--- config.mk ---
export PLATFORM = sky130hd
export DESIGN_NAME = pipe_stall_ctrl
export DESIGN_NICKNAME = d
export VERILOG_FILES = /design/src/rtl/pipe_stall_ctrl_pkg.sv /design/src/rtl/pipe_stall_ctrl_mc_timer.sv /design/src/rtl/pipe_stall_ctrl.sv
export SDC_FILE = /design/constraint.sdc
export NUM_CORES = 1
export LEC_CHECK = 0
export CAP_MARGIN = 20
export CORE_MARGIN = 10
export CORE_UTILIZATION = 25
export CTS_BUF_LIST = sky130_fd_sc_hd__clkbuf_4
export CTS_CLUSTER_SIZE = 16
export DETAILED_ROUTE_END_ITERATION = 10
export GPL_TIMING_DRIVEN = 0
export SLEW_MARGIN = 20
export SYNTH_ARGS = -nofsm -noshare
export SYNTH_HDL_FRONTEND = slang
export SYNTH_SLANG_ARGS = --single-unit
--- constraint.sdc ---
create_clock -name clk -period 1.9 [get_ports clk]
set_input_delay 0.38 -clock clk [delete_from_list [all_inputs] [get_ports clk]]
set_output_delay 0.38 -clock clk [all_outputs]
set_load 0.01 [all_outputs]
--- src/rtl/pipe_stall_ctrl_pkg.sv ---
// Shared definitions for the pipeline interlock scheduler: stage indices,
// the stall/flush vector for each priority level, and the multicycle FSM
// state encodings.
package pipe_stall_ctrl_pkg;

  // Stage indices into the stall/flush vectors
  localparam int STG_IF  = 0;
  localparam int STG_ID  = 1;
  localparam int STG_EX  = 2;
  localparam int STG_MEM = 3;
  localparam int STG_WB  = 4;
  localparam int NSTG    = 5;

  // Exception/ERET commit: every stage up to MEM is squashed, nothing holds
  localparam logic [NSTG-1:0] STALL_EXC  = 5'b00000;
  localparam logic [NSTG-1:0] FLUSH_EXC  = 5'b01111;
  // Data bus wait: IF..MEM hold, WB receives a bubble
  localparam logic [NSTG-1:0] STALL_DBUS = 5'b01111;
  localparam logic [NSTG-1:0] FLUSH_DBUS = 5'b10000;
  // Multicycle op occupying EX: IF..EX hold, MEM receives a bubble
  localparam logic [NSTG-1:0] STALL_MC   = 5'b00111;
  localparam logic [NSTG-1:0] FLUSH_MC   = 5'b01000;
  // Load-use interlock: IF/ID hold, EX receives a bubble
  localparam logic [NSTG-1:0] STALL_LU   = 5'b00011;
  localparam logic [NSTG-1:0] FLUSH_LU   = 5'b00100;
  // Instruction fetch wait: IF holds, ID receives a bubble
  localparam logic [NSTG-1:0] STALL_IBUS = 5'b00001;
  localparam logic [NSTG-1:0] FLUSH_IBUS = 5'b00010;
  // Free-running pipeline
  localparam logic [NSTG-1:0] STALL_NONE = 5'b00000;
  localparam logic [NSTG-1:0] FLUSH_NONE = 5'b00000;

  // Multicycle unit occupancy states
  typedef enum logic [1:0] {
    ST_RUN  = 2'd0,
    ST_MC   = 2'd1,
    ST_DONE = 2'd2
  } mc_state_t;

  // Stall and flush travel together out of the priority resolver
  typedef struct packed {
    logic [NSTG-1:0] stall;
    logic [NSTG-1:0] flush;
  } ctl_vec_t;

endpackage

--- src/rtl/pipe_stall_ctrl_mc_timer.sv ---
// Loadable down-counter tracking the remaining cycles of a multicycle op.
// Abort wins over load, load wins over decrement; the count saturates at 0.
module mc_timer #(
  parameter int CW = 6
) (
  input  logic          clk,
  input  logic          rst,
  input  logic          i_load,
  input  logic [CW-1:0] i_load_val,
  input  logic          i_abort,
  input  logic          i_dec,
  output logic [CW-1:0] o_cnt,
  output logic          o_zero
);

  logic [CW-1:0] r_cnt;

  // Countdown register: cleared by reset or abort, reloaded on op start
  always_ff @(posedge clk or negedge rst) begin
    if (!rst) begin
      r_cnt <= '0;
    end else if (i_abort) begin
      r_cnt <= '0;
    end else if (i_load) begin
      r_cnt <= i_load_val;
    end else if (i_dec && (r_cnt != '0)) begin
      r_cnt <= r_cnt - 1'b1;
    end
  end

  assign o_cnt  = r_cnt;
  assign o_zero = (r_cnt == '0);

endmodule

--- src/rtl/pipe_stall_ctrl.sv ---
// Pipeline interlock scheduler for the five-stage core. Resolves exception
// flush, bus waits, multicycle occupancy, load-use hazards and fetch waits
// into per-stage stall/flush vectors, and owns the divider occupancy FSM.
// Optional feature macro: STALL_PERF_EN (stalled-cycle counter on perf_stall).
module pipe_stall_ctrl
  import pipe_stall_ctrl_pkg::*;
#(
  parameter int MC_LAT = 32,
  parameter int CW     = 6
) (
  input  logic          clk,
  input  logic          rst,
  input  logic          hazard_ex,
  input  logic          ex_isload,
  input  logic          hazard_mem,
  input  logic          mem_isload,
  input  logic          mc_start,
  input  logic          ibus_stall,
  input  logic          dbus_stall,
  input  logic          exc_flush,
  output logic [4:0]    stall,
  output logic [4:0]    flush,
  output logic          mc_busy,
  output logic          mc_done,
  output logic [CW-1:0] mc_cnt,
  output logic [31:0]   perf_stall
);

  localparam logic [CW-1:0] LP_LOAD_VAL = CW'(MC_LAT - 1);

  mc_state_t     r_state;
  logic          w_load_use;
  logic          w_mc_load;
  logic          w_mc_abort;
  logic          w_mc_dec;
  logic          w_cnt_zero;
  logic [CW-1:0] w_cnt;
  ctl_vec_t      w_ctl;

  // A load producing an operand ID needs cannot be forwarded in time;
  // non-load matches are covered by the forwarding network.
  assign w_load_use = (hazard_ex & ex_isload) | (hazard_mem & mem_isload);

  // Timer control: start only from RUN, and an exception aborts any op,
  // including one trying to start in the same cycle.
  assign w_mc_abort = exc_flush;
  assign w_mc_load  = (r_state == ST_RUN) && mc_start && !exc_flush;
  assign w_mc_dec   = (r_state == ST_MC);

  mc_timer #(
    .CW (CW)
  ) u_mc_timer (
    .clk        (clk),
    .rst        (rst),
    .i_load     (w_mc_load),
    .i_load_val (LP_LOAD_VAL),
    .i_abort    (w_mc_abort),
    .i_dec      (w_mc_dec),
    .o_cnt      (w_cnt),
    .o_zero     (w_cnt_zero)
  );

  // Occupancy FSM: RUN -> MC for MC_LAT cycles -> DONE for one result cycle
  // (stretched while the data bus stalls) -> RUN. Exception returns to RUN.
  always_ff @(posedge clk or negedge rst) begin
    if (!rst) begin
      r_state <= ST_RUN;
    end else if (exc_flush) begin
      r_state <= ST_RUN;
    end else begin
      case (r_state)
        ST_RUN:  if (mc_start)    r_state <= ST_MC;
        ST_MC:   if (w_cnt_zero)  r_state <= ST_DONE;
        ST_DONE: if (!dbus_stall) r_state <= ST_RUN;
        default: r_state <= ST_RUN;
      endcase
    end
  end

  // Priority resolver; reset forces a quiet pipeline regardless of inputs.
  // DONE deliberately falls through: EX captures the result that cycle.
  always_comb begin
    w_ctl.stall = STALL_NONE;
    w_ctl.flush = FLUSH_NONE;
    if (!rst) begin
      w_ctl.stall = STALL_NONE;
      w_ctl.flush = FLUSH_NONE;
    end else if (exc_flush) begin
      w_ctl.stall = STALL_EXC;
      w_ctl.flush = FLUSH_EXC;
    end else if (dbus_stall) begin
      w_ctl.stall = STALL_DBUS;
      w_ctl.flush = FLUSH_DBUS;
    end else if (r_state == ST_MC) begin
      w_ctl.stall = STALL_MC;
      w_ctl.flush = FLUSH_MC;
    end else if (w_load_use) begin
      w_ctl.stall = STALL_LU;
      w_ctl.flush = FLUSH_LU;
    end else if (ibus_stall) begin
      w_ctl.stall = STALL_IBUS;
      w_ctl.flush = FLUSH_IBUS;
    end
  end

  assign stall   = w_ctl.stall;
  assign flush   = w_ctl.flush;
  assign mc_busy = (r_state != ST_RUN);
  assign mc_done = (r_state == ST_DONE);
  assign mc_cnt  = w_cnt;

`ifdef STALL_PERF_EN
  logic [31:0] r_perf_stall;

  // Count every cycle the ID stage is held; wraps naturally at 2^32
  always_ff @(posedge clk or negedge rst) begin
    if (!rst) begin
      r_perf_stall <= '0;
    end else if (w_ctl.stall[STG_ID]) begin
      r_perf_stall <= r_perf_stall + 32'd1;
    end
  end

  assign perf_stall = r_perf_stall;
`else
  assign perf_stall = '0;
`endif

endmodule
# After elaboration in Yosys (flattened, before gate mapping)

Cells that the tools add are included.

Equality and inequality tests: 5
Magnitude comparators: 0
Bitwise gates (word level): 3
Mux-type cells: 14
Reduce and logical (&&, ||, !) cells: 10
Shifts and indexed selects: 0
$mul: 0
$add $sub $neg: 1
Div/mod/pow operators: 0

Operator list:

| kind                                                                | count |
|---|---|
| 9-bit 2-to-1 mux                                                    | 3 |
| 6-bit 2-to-1 mux                                                    | 4 |
| 3-bit inequality test (second input constant)                       | 3 |
| 2-bit 2-to-1 mux                                                    | 4 |
| 8-bit 2-to-1 mux                                                    | 1 |
| 7-bit 2-to-1 mux                                                    | 1 |
| 6-bit logical NOT                                                   | 1 |
| 2-bit one-hot mux with 3 select lines                               | 1 |
| 6-bit nonzero test                                                  | 1 |
| 6-bit by 1-bit subtractor with 6-bit output (second input constant) | 1 |
| 1-bit logical AND                                                   | 3 |
| 3-bit AND reduction                                                 | 1 |
| 3-bit nonzero test                                                  | 1 |
| 1-bit AND                                                           | 2 |
| 2-bit by 1-bit == test with 1-bit output (second input constant)    | 1 |
| 2-bit == test (second input constant)                               | 1 |
| 2-bit logical NOT                                                   | 1 |
| 2-bit nonzero test                                                  | 1 |
| 1-bit logical NOT                                                   | 1 |
| 1-bit OR                                                            | 1 |

Register bits after elaboration: 8
Logic and storage cells: 35
Bits in latches: 0
Bits in read-only memories: 0
RAM bits: 0
Memories: 0

# Longest topological paths before layout

Gate-level depths: netlist of run 1.

Depth in word-level cells: 7
Gate-level depth with buffers: 6
Depth with buffers taken out: 6

# Cells and area by module

A second synthesis of run 1 with hierarchy kept.

Cell total of the unflattened synthesis: 114
Area, all modules: 920.9 µm²

By module, submodules not included:

| module          | area an instance (µm²) | seq. area each (µm²) | cells an instance | instances |
|---|---|---|---|---|
| mc_timer        | 462.9                  | 150.1                | 53                | 1 |
| pipe_stall_ctrl | 457.9                  | 50.0                 | 61                | 1 |

# Worst setup path before layout of run 1

Ideal clock, no wire load.

Path kind: register to register
Start: reg u_mc_timer.r_cnt[0], in the netlist u_mc_timer.o_cnt[0]
End: reg u_mc_timer.r_cnt[4], in the netlist u_mc_timer.o_cnt[4]
Setup slack: 232 ps
Path buffers: 0
Setup time: 143 ps
Clock period less this slack: 1668 ps
Arrival time: 1525 ps
Stages on the path, launching flop included: 7
Cells stage by stage: dfrtp_1 > inv_1 > ha_1 > or4b_4 > o21ai_1 > or3_1 > a41oi_1

Word-level cells in the longest chain between the ends: 4

Ends and longest elaborated chain:

| item                                        | RTL line                       | RTL |
|---|---|---|
| from (decl)                                 | pipe_stall_ctrl_mc_timer.sv:16 | `logic [CW-1:0] r_cnt;` |
| from (signal assigned)                      | pipe_stall_ctrl_mc_timer.sv:25 | `r_cnt <= i_load_val;` |
| from (signal assigned)                      | pipe_stall_ctrl_mc_timer.sv:27 | `r_cnt <= r_cnt - 1'b1;` |
| 6-bit by 1-bit subtractor with 6-bit output | pipe_stall_ctrl_mc_timer.sv:27 |  |
| 6-bit 2-to-1 mux                            | pipe_stall_ctrl_mc_timer.sv:26 | `end else if (i_dec && (r_cnt != '0)) begin` |
| 6-bit 2-to-1 mux                            | pipe_stall_ctrl_mc_timer.sv:24 | `end else if (i_load) begin` |
| 6-bit 2-to-1 mux                            | pipe_stall_ctrl_mc_timer.sv:22 | `end else if (i_abort) begin` |

Several ways; a longest one is shown, not always the timed one. The select of a mux whose other input is x is not followed.
A chain may end at the register's enable or synchronous reset.

# Final worst setup path of run 1

Start: in mem_isload
End: out stall[0]

Word-level cells in the longest chain between the ends: 7

Ends and longest elaborated chain:

| item             | RTL line              | RTL |
|---|---|---|
| from (decl)      | pipe_stall_ctrl.sv:16 | `input logic mem_isload,` |
| 1-bit AND        | pipe_stall_ctrl.sv:42 | `assign w_load_use = (hazard_ex & ex_isload) \| (hazard_mem & mem_isload);` |
| 1-bit OR         | pipe_stall_ctrl.sv:42 |  |
| 7-bit 2-to-1 mux | pipe_stall_ctrl.sv:97 | `end else if (w_load_use) begin` |
| 8-bit 2-to-1 mux | pipe_stall_ctrl.sv:94 | `end else if (r_state == ST_MC) begin` |
| 9-bit 2-to-1 mux | pipe_stall_ctrl.sv:91 | `end else if (dbus_stall) begin` |
| 9-bit 2-to-1 mux | pipe_stall_ctrl.sv:88 | `end else if (exc_flush) begin` |
| 9-bit 2-to-1 mux | pipe_stall_ctrl.sv:85 | `if (!rst) begin` |
| to (decl)        | pipe_stall_ctrl.sv:21 | `output logic [4:0] stall,` |

Every way passes these cells.

==> results of run 1 <==
==> sequential cells by signal, summed over array words and instances, names as in the netlist <==
signal            count
r_state               2
u_mc_timer.o_cnt      6
==> logic make-up (layout without fill, tap and decap cells) <==
logic type / count (synthesis) / after routing / share of synthesized area (%)
other: 1 / 33 / 0.449
buffers and inverters: 42 / 73 / 34.1
XOR/XNOR: 1 / 1 / 1.05
AO/OA/AOI/OAI: 22 / 22 / 17.8
multiplexers: 1 / 1 / 1.35
adder cells (fa/ha/maj): 2 / 2 / 2.99
AND/OR/NAND/NOR: 27 / 27 / 18.3
flip-flops: 8 / 8 / 24.0
==> cells in the final DEF (no fill, tap or decap), drive strengths merged, types with 2 or more instances in the layout <==
cell type       n
a211oi          2
a21oi           7
a22oi           2
a31oi           3
and3            2
buf            40
clkbuf          4
clkdlybuf4s15   2
clkdlybuf4s50  10
conb           33
dfrtp           8
dlygate4sd2     6
dlymetal6s2s    4
ha              2
inv             7
nand2           4
nand2b          3
nor2            7
nor2b           2
nor3            2
o21a            2
o21ai           2
==> final cells by class <==
type	count	area (um2)	share of cell area [%]
buffer	35	267	19.8
clock buffer	3	22.5	1.67
inverter	7	26.3	1.95
multi-input combinational	86	514	38.2
sequential	8	201	15.0
tap	44	55.1	4.09
timing repair buffer	28	259	19.3
==> how the worst min path moves through the flow <==
stage	slack, ps	endpoint	from
final	0.6	u_mc_timer.o_cnt[1]	rst
after global routing	10	u_mc_timer.o_cnt[1]	rst
after CTS	100	u_mc_timer.o_cnt[1]	rst
after detailed placement	600	u_mc_timer.o_cnt[0]	r_state[0]
after global placement	590	u_mc_timer.o_cnt[0]	r_state[0]
after floorplan	80	r_state[0]	rst
==> metal layers <==
metal  GRT usage, %  wire [um]
met3           3.80        273
met2           14.0       1300
met5              0          0
met1           8.04        924
met4           3.28         23
==> where the power goes <==
| part | switching [uW] | total (uW) | internal, uW |
|---|---|---|---|
| sequential | 35.8 | 226 | 190 |
| combinational | 164 | 340 | 176 |
| clock | 60.8 | 133 | 72.5 |
| total | 260 | 699 | 439 |
==> stage by stage <==
step                hold slack [ps]  cells  TNS (ps)  setup WS [ps]  util [%]
floorplan                      84.4    136         0            232         -
global placement                594    206     -4850           -684      40.6
detailed placement              599    206     -4940           -695      40.6
CTS                             104    211         0           12.3      42.3
global route                   11.0    211         0           4.41      43.0
finish                        0.613    211         0           56.2      43.0
==> timing repair <==
action / 4_1_cts / 5_1_grt
gates resized for setup: 32 / 13
setup endpoints to repair: 9 / 8
setup buffers: 2 / 0
pin swaps: 4 / 3
==> worst max-delay path: cells and delay by family <==
kind	cells	cell delay, ps
and+or+nand+nor	1	180
AOI/OAI and AO/OA	2	200
buffers and inverters	2	710
==> results_dict.tcl, run 1 <==
set metrics [dict create \
    setup_viol_count_final 0 \
    avgViaCountPerCell 3.96 \
    die_area_um2 6060 \
    clock_sinks 8 \
    fin_total_pwr_uw 699 \
    routabilityCongestion 0.901 \
    yosysTopAreaCellShare_pct 30.5 \
    die_x_um 77.8 \
    synth_top_cell_by_area "buf_4" \
    rows 20 \
    placed_cell_area_um2 1270 \
    min_path_type "input pin to async pin" \
    crit_path_start_kind "input pin" \
    fill_cells 305 \
    rr_startpoint "u_mc_timer.o_cnt[0]" \
    grt_pass1_vias 833 \
    fmax_mhz 542 \
    drc 0 \
    clk_pin_slew_ps 60 \
    worstReg2RegEnd "u_mc_timer.o_cnt[4]" \
    cts_buffers 3 \
    clockBufferDepth 2 \
    layout_min_cycle_time_ps 1840 \
    worstPathMaxFanout 3 \
    wire_per_inst_um 11.9 \
    worstSetupStartpoint "mem_isload" \
    num_vias 835 \
    grt-ovfl-total 0 \
    final_nets 181 \
    final_layout_size_suffix_gt1_share_pct 34.7 \
    root_buffer "clkbuf_4" \
    initial_utilization_pct 26.7 \
    syn_avg_cell_area_um2 8.04 \
    drt_pass1_iterations 4 \
    portBuffers 26 \
    die_h_um 77.8 \
    crit_path_max_incr_delay_ps 470 \
    crit_end "stall[0]" \
    ys_seq_area_share_pct 24.0 \
    synth_ff_type "dfrtp_1" \
    synth_commonest_cells "buf_4 (34), dfrtp_1 (8), a21oi_1 (7), inv_1 (7), nor2_1 (7)" \
    arrival_ps 1460 \
    syn_inst 104 \
    synth_edf_count 0 \
    worstPathRequired_ps 1520 \
    yosysMostFrequentCell "buf_4" \
    slew_violations 0 \
    grt_usage_pct 8.03 \
    slowest_stage "clkdlybuf4s50_1" \
    max_cap_violations 0 \
    power_density_nw_per_um2 520 \
    coreArea_um2 3130 \
    r2r_setup_slack_ps 110 \
    io-pin-count 60 \
    ir_worst_vdd_v 0.000176 \
    antenna_found_initial 0 \
    ys_async_sr_fraction_pct 100 \
    htreeDepth 1 \
    yosys-top-cells-area "buf_4 (31%), dfrtp_1 (24%), a21oi_1 (4.2%)" \
    stdcell_area_um2 1350 \
    drt_iter0_drc 22 \
    synth_seq_cells 8 \
    n_antenna_cell 0 \
    r2r_cells 6 \
    rsz0062_at_grt "false" \
    wl_um 2520 \
    tritoncts "done" \
    grt_max_degree 14 \
    dp_hpwl_um 2090 \
    post-route-period-util_pct 97.0 \
    cp_cell_sequence "clkdlybuf4s50_1, a22oi_2, and3_4, a21oi_1, clkdlybuf4s15_2" \
    status "finished clean" \
    areaGrowthSynthToFinish_pct 60.9 \
    criticalPathCategory "input pin to output port" \
    yosys_warnings 0 \
    grt_pass1_wl_um 4040 \
    cp-end-kind "output port" \
    cellLeakagePower_uw 0.000752 \
    ant_nets 0 \
    hold_viol 0 \
    synth_cell_types 33 \
    skew_ps 5.23 \
    clk_latency_ps 260 \
    ctsHoldBuffers 0 \
    synth_area_um2 836 \
]
Power figures use the tool's default switching activity.
==> run 2: changes to the inputs <==
Settings changed: CTS_CLUSTER_DIAMETER from default to 30, SKIP_CTS_REPAIR_TIMING from default to 1.
==> run 2 against run 1 <==
  * Clock skew rose by 0.93 ps
  * Sequential share of layout area fell by 0.18 points
  * Fmax down 0.71%
  * Power rose by 0.48%
  * Cell count decreased by 0.47%
  * Die area stayed put
  * Via count grew 1.8%
  * Final area increased by 1.9%
==> results_dict.tcl, run 2 (synthesis results as in run 1) <==
set metrics [dict create \
    clockBufferDepth 2 \
    grt_pass1_wl_um 3970 \
    max_cap_violations 0 \
    cp-end-kind "output port" \
    n_antenna_cell 0 \
    ant_nets 0 \
    dp_hpwl_um 2090 \
    wl_um 2580 \
    routabilityCongestion 0.901 \
    grt_usage_pct 7.91 \
    grt_max_degree 14 \
    power_density_nw_per_um2 513 \
    drt_iter0_drc 20 \
    io-pin-count 60 \
    wire_per_inst_um 12.3 \
    drt_pass1_iterations 4 \
    num_vias 850 \
    arrival_ps 1480 \
    cts_buffers 3 \
    coreArea_um2 3130 \
    crit_path_start_kind "input pin" \
    slew_violations 0 \
    dpl_worst_slack_ps -695 \
    final_nets 180 \
    status "finished clean" \
    layout_setup_ws_ps 43.0 \
    mostFrequentLayoutCells "buf_4 (34), conb_1 (33), dlymetal6s2s_1 (12)" \
    die_area_um2 6060 \
    fill_cells 301 \
    grt_pass1_vias 809 \
    clock_sinks 8 \
    fin_cells 210 \
    portBuffers 26 \
    hold_viol 0 \
    die_h_um 77.8 \
    layout_min_cycle_time_ps 1860 \
    rr_startpoint "u_mc_timer.o_cnt[0]" \
    largest_reg_flops 6 \
    die_x_um 77.8 \
    avgViaCountPerCell 4.05 \
    final_layout_size_suffix_gt1_share_pct 32.5 \
    clk_pin_slew_ps 50 \
    setup_viol_count_final 0 \
    rows 20 \
    min_from "dbus_stall" \
    r2r_cells 6 \
    mostFrequentLayoutCell "buf_4" \
    tritoncts "done" \
    min_path_type "input pin to flop" \
    htreeDepth 1 \
    initial_utilization_pct 26.7 \
    worstPathMaxFanout 4 \
    ir_worst_vdd_v 0.000181 \
    root_buffer "clkbuf_4" \
    areaGrowthSynthToFinish_pct 63.9 \
    drc 0 \
    worstPathRequired_ps 1520 \
    place_inst 206 \
    criticalPathCategory "input pin to output port" \
    skew_ps 6.15 \
    antenna_found_initial 0 \
    clk_latency_ps 260 \
    post-route-period-util_pct 97.7 \
    cellLeakagePower_uw 0.000822 \
    fmax_mhz 539 \
    worstSetupStartpoint "exc_flush" \
    grt-ovfl-total 0 \
    hold-path-cell-count 3 \
]
-- run 2: metrics by stage --
| stage | util, % | setup TNS (ps) | cell area, um2 | total power, uW | hold slack [ps] |
|---|---|---|---|---|---|
| after floorplan | - | 0 | 956 | 428 | 84.4 |
| after global placement | 40.6 | -4850 | 1270 | 543 | 594 |
| after detailed placement | 40.6 | -4940 | 1270 | 548 | 599 |
| after CTS | 41.4 | -4970 | 1290 | 689 | 473 |
| after global routing | 43.8 | -7.13 | 1370 | 757 | 575 |
| final | 43.8 | 0 | 1370 | 702 | 495 |
-- run 2: worst max-delay path, cell delays in order --
cell             delay [ps]
dlymetal6s2s_1          170
nand2b_4                170
nor2_1                  110
buf_4                   120
clkdlybuf4s50_1         530
-- run 2: layout make-up --
type                       count  area [um2]  area share [%]
tap                           44        55.1            4.02
buffer                        35         267            19.5
clock buffer                   3        22.5            1.64
sequential                     8         203            14.8
inverter                       7        26.3            1.92
multi-input combinational     86         509            37.2
timing repair buffer          27         288            21.0
-- run 2: power by group --
group,total (uW),internal (uW),switching (uW)
sequential,227,190,37.0
clock,134,72.5,61.5
combinational,341,179,162
-- run 2: final timing paths --
| check | endpoint | slack [ps] |
|---|---|---|
| min reg2reg | u_mc_timer.o_cnt[0] | 590 |
| max in group asynchronous | r_state[1] | 930 |
| max reg2reg | u_mc_timer.o_cnt[4] | 120 |
| max | stall[3] | 40 |
| min in group asynchronous | u_mc_timer.o_cnt[2] | 670 |
| min | r_state[1] | 500 |
-- run 2: metal layers --
metal  up-vias  wire (um)  GRT usage [%]
li1        418          -              -
met1       377        949           8.18
met2        50       1310           13.4
met3         5        289           3.80
met4         0         36           3.28
met5         -          0              0
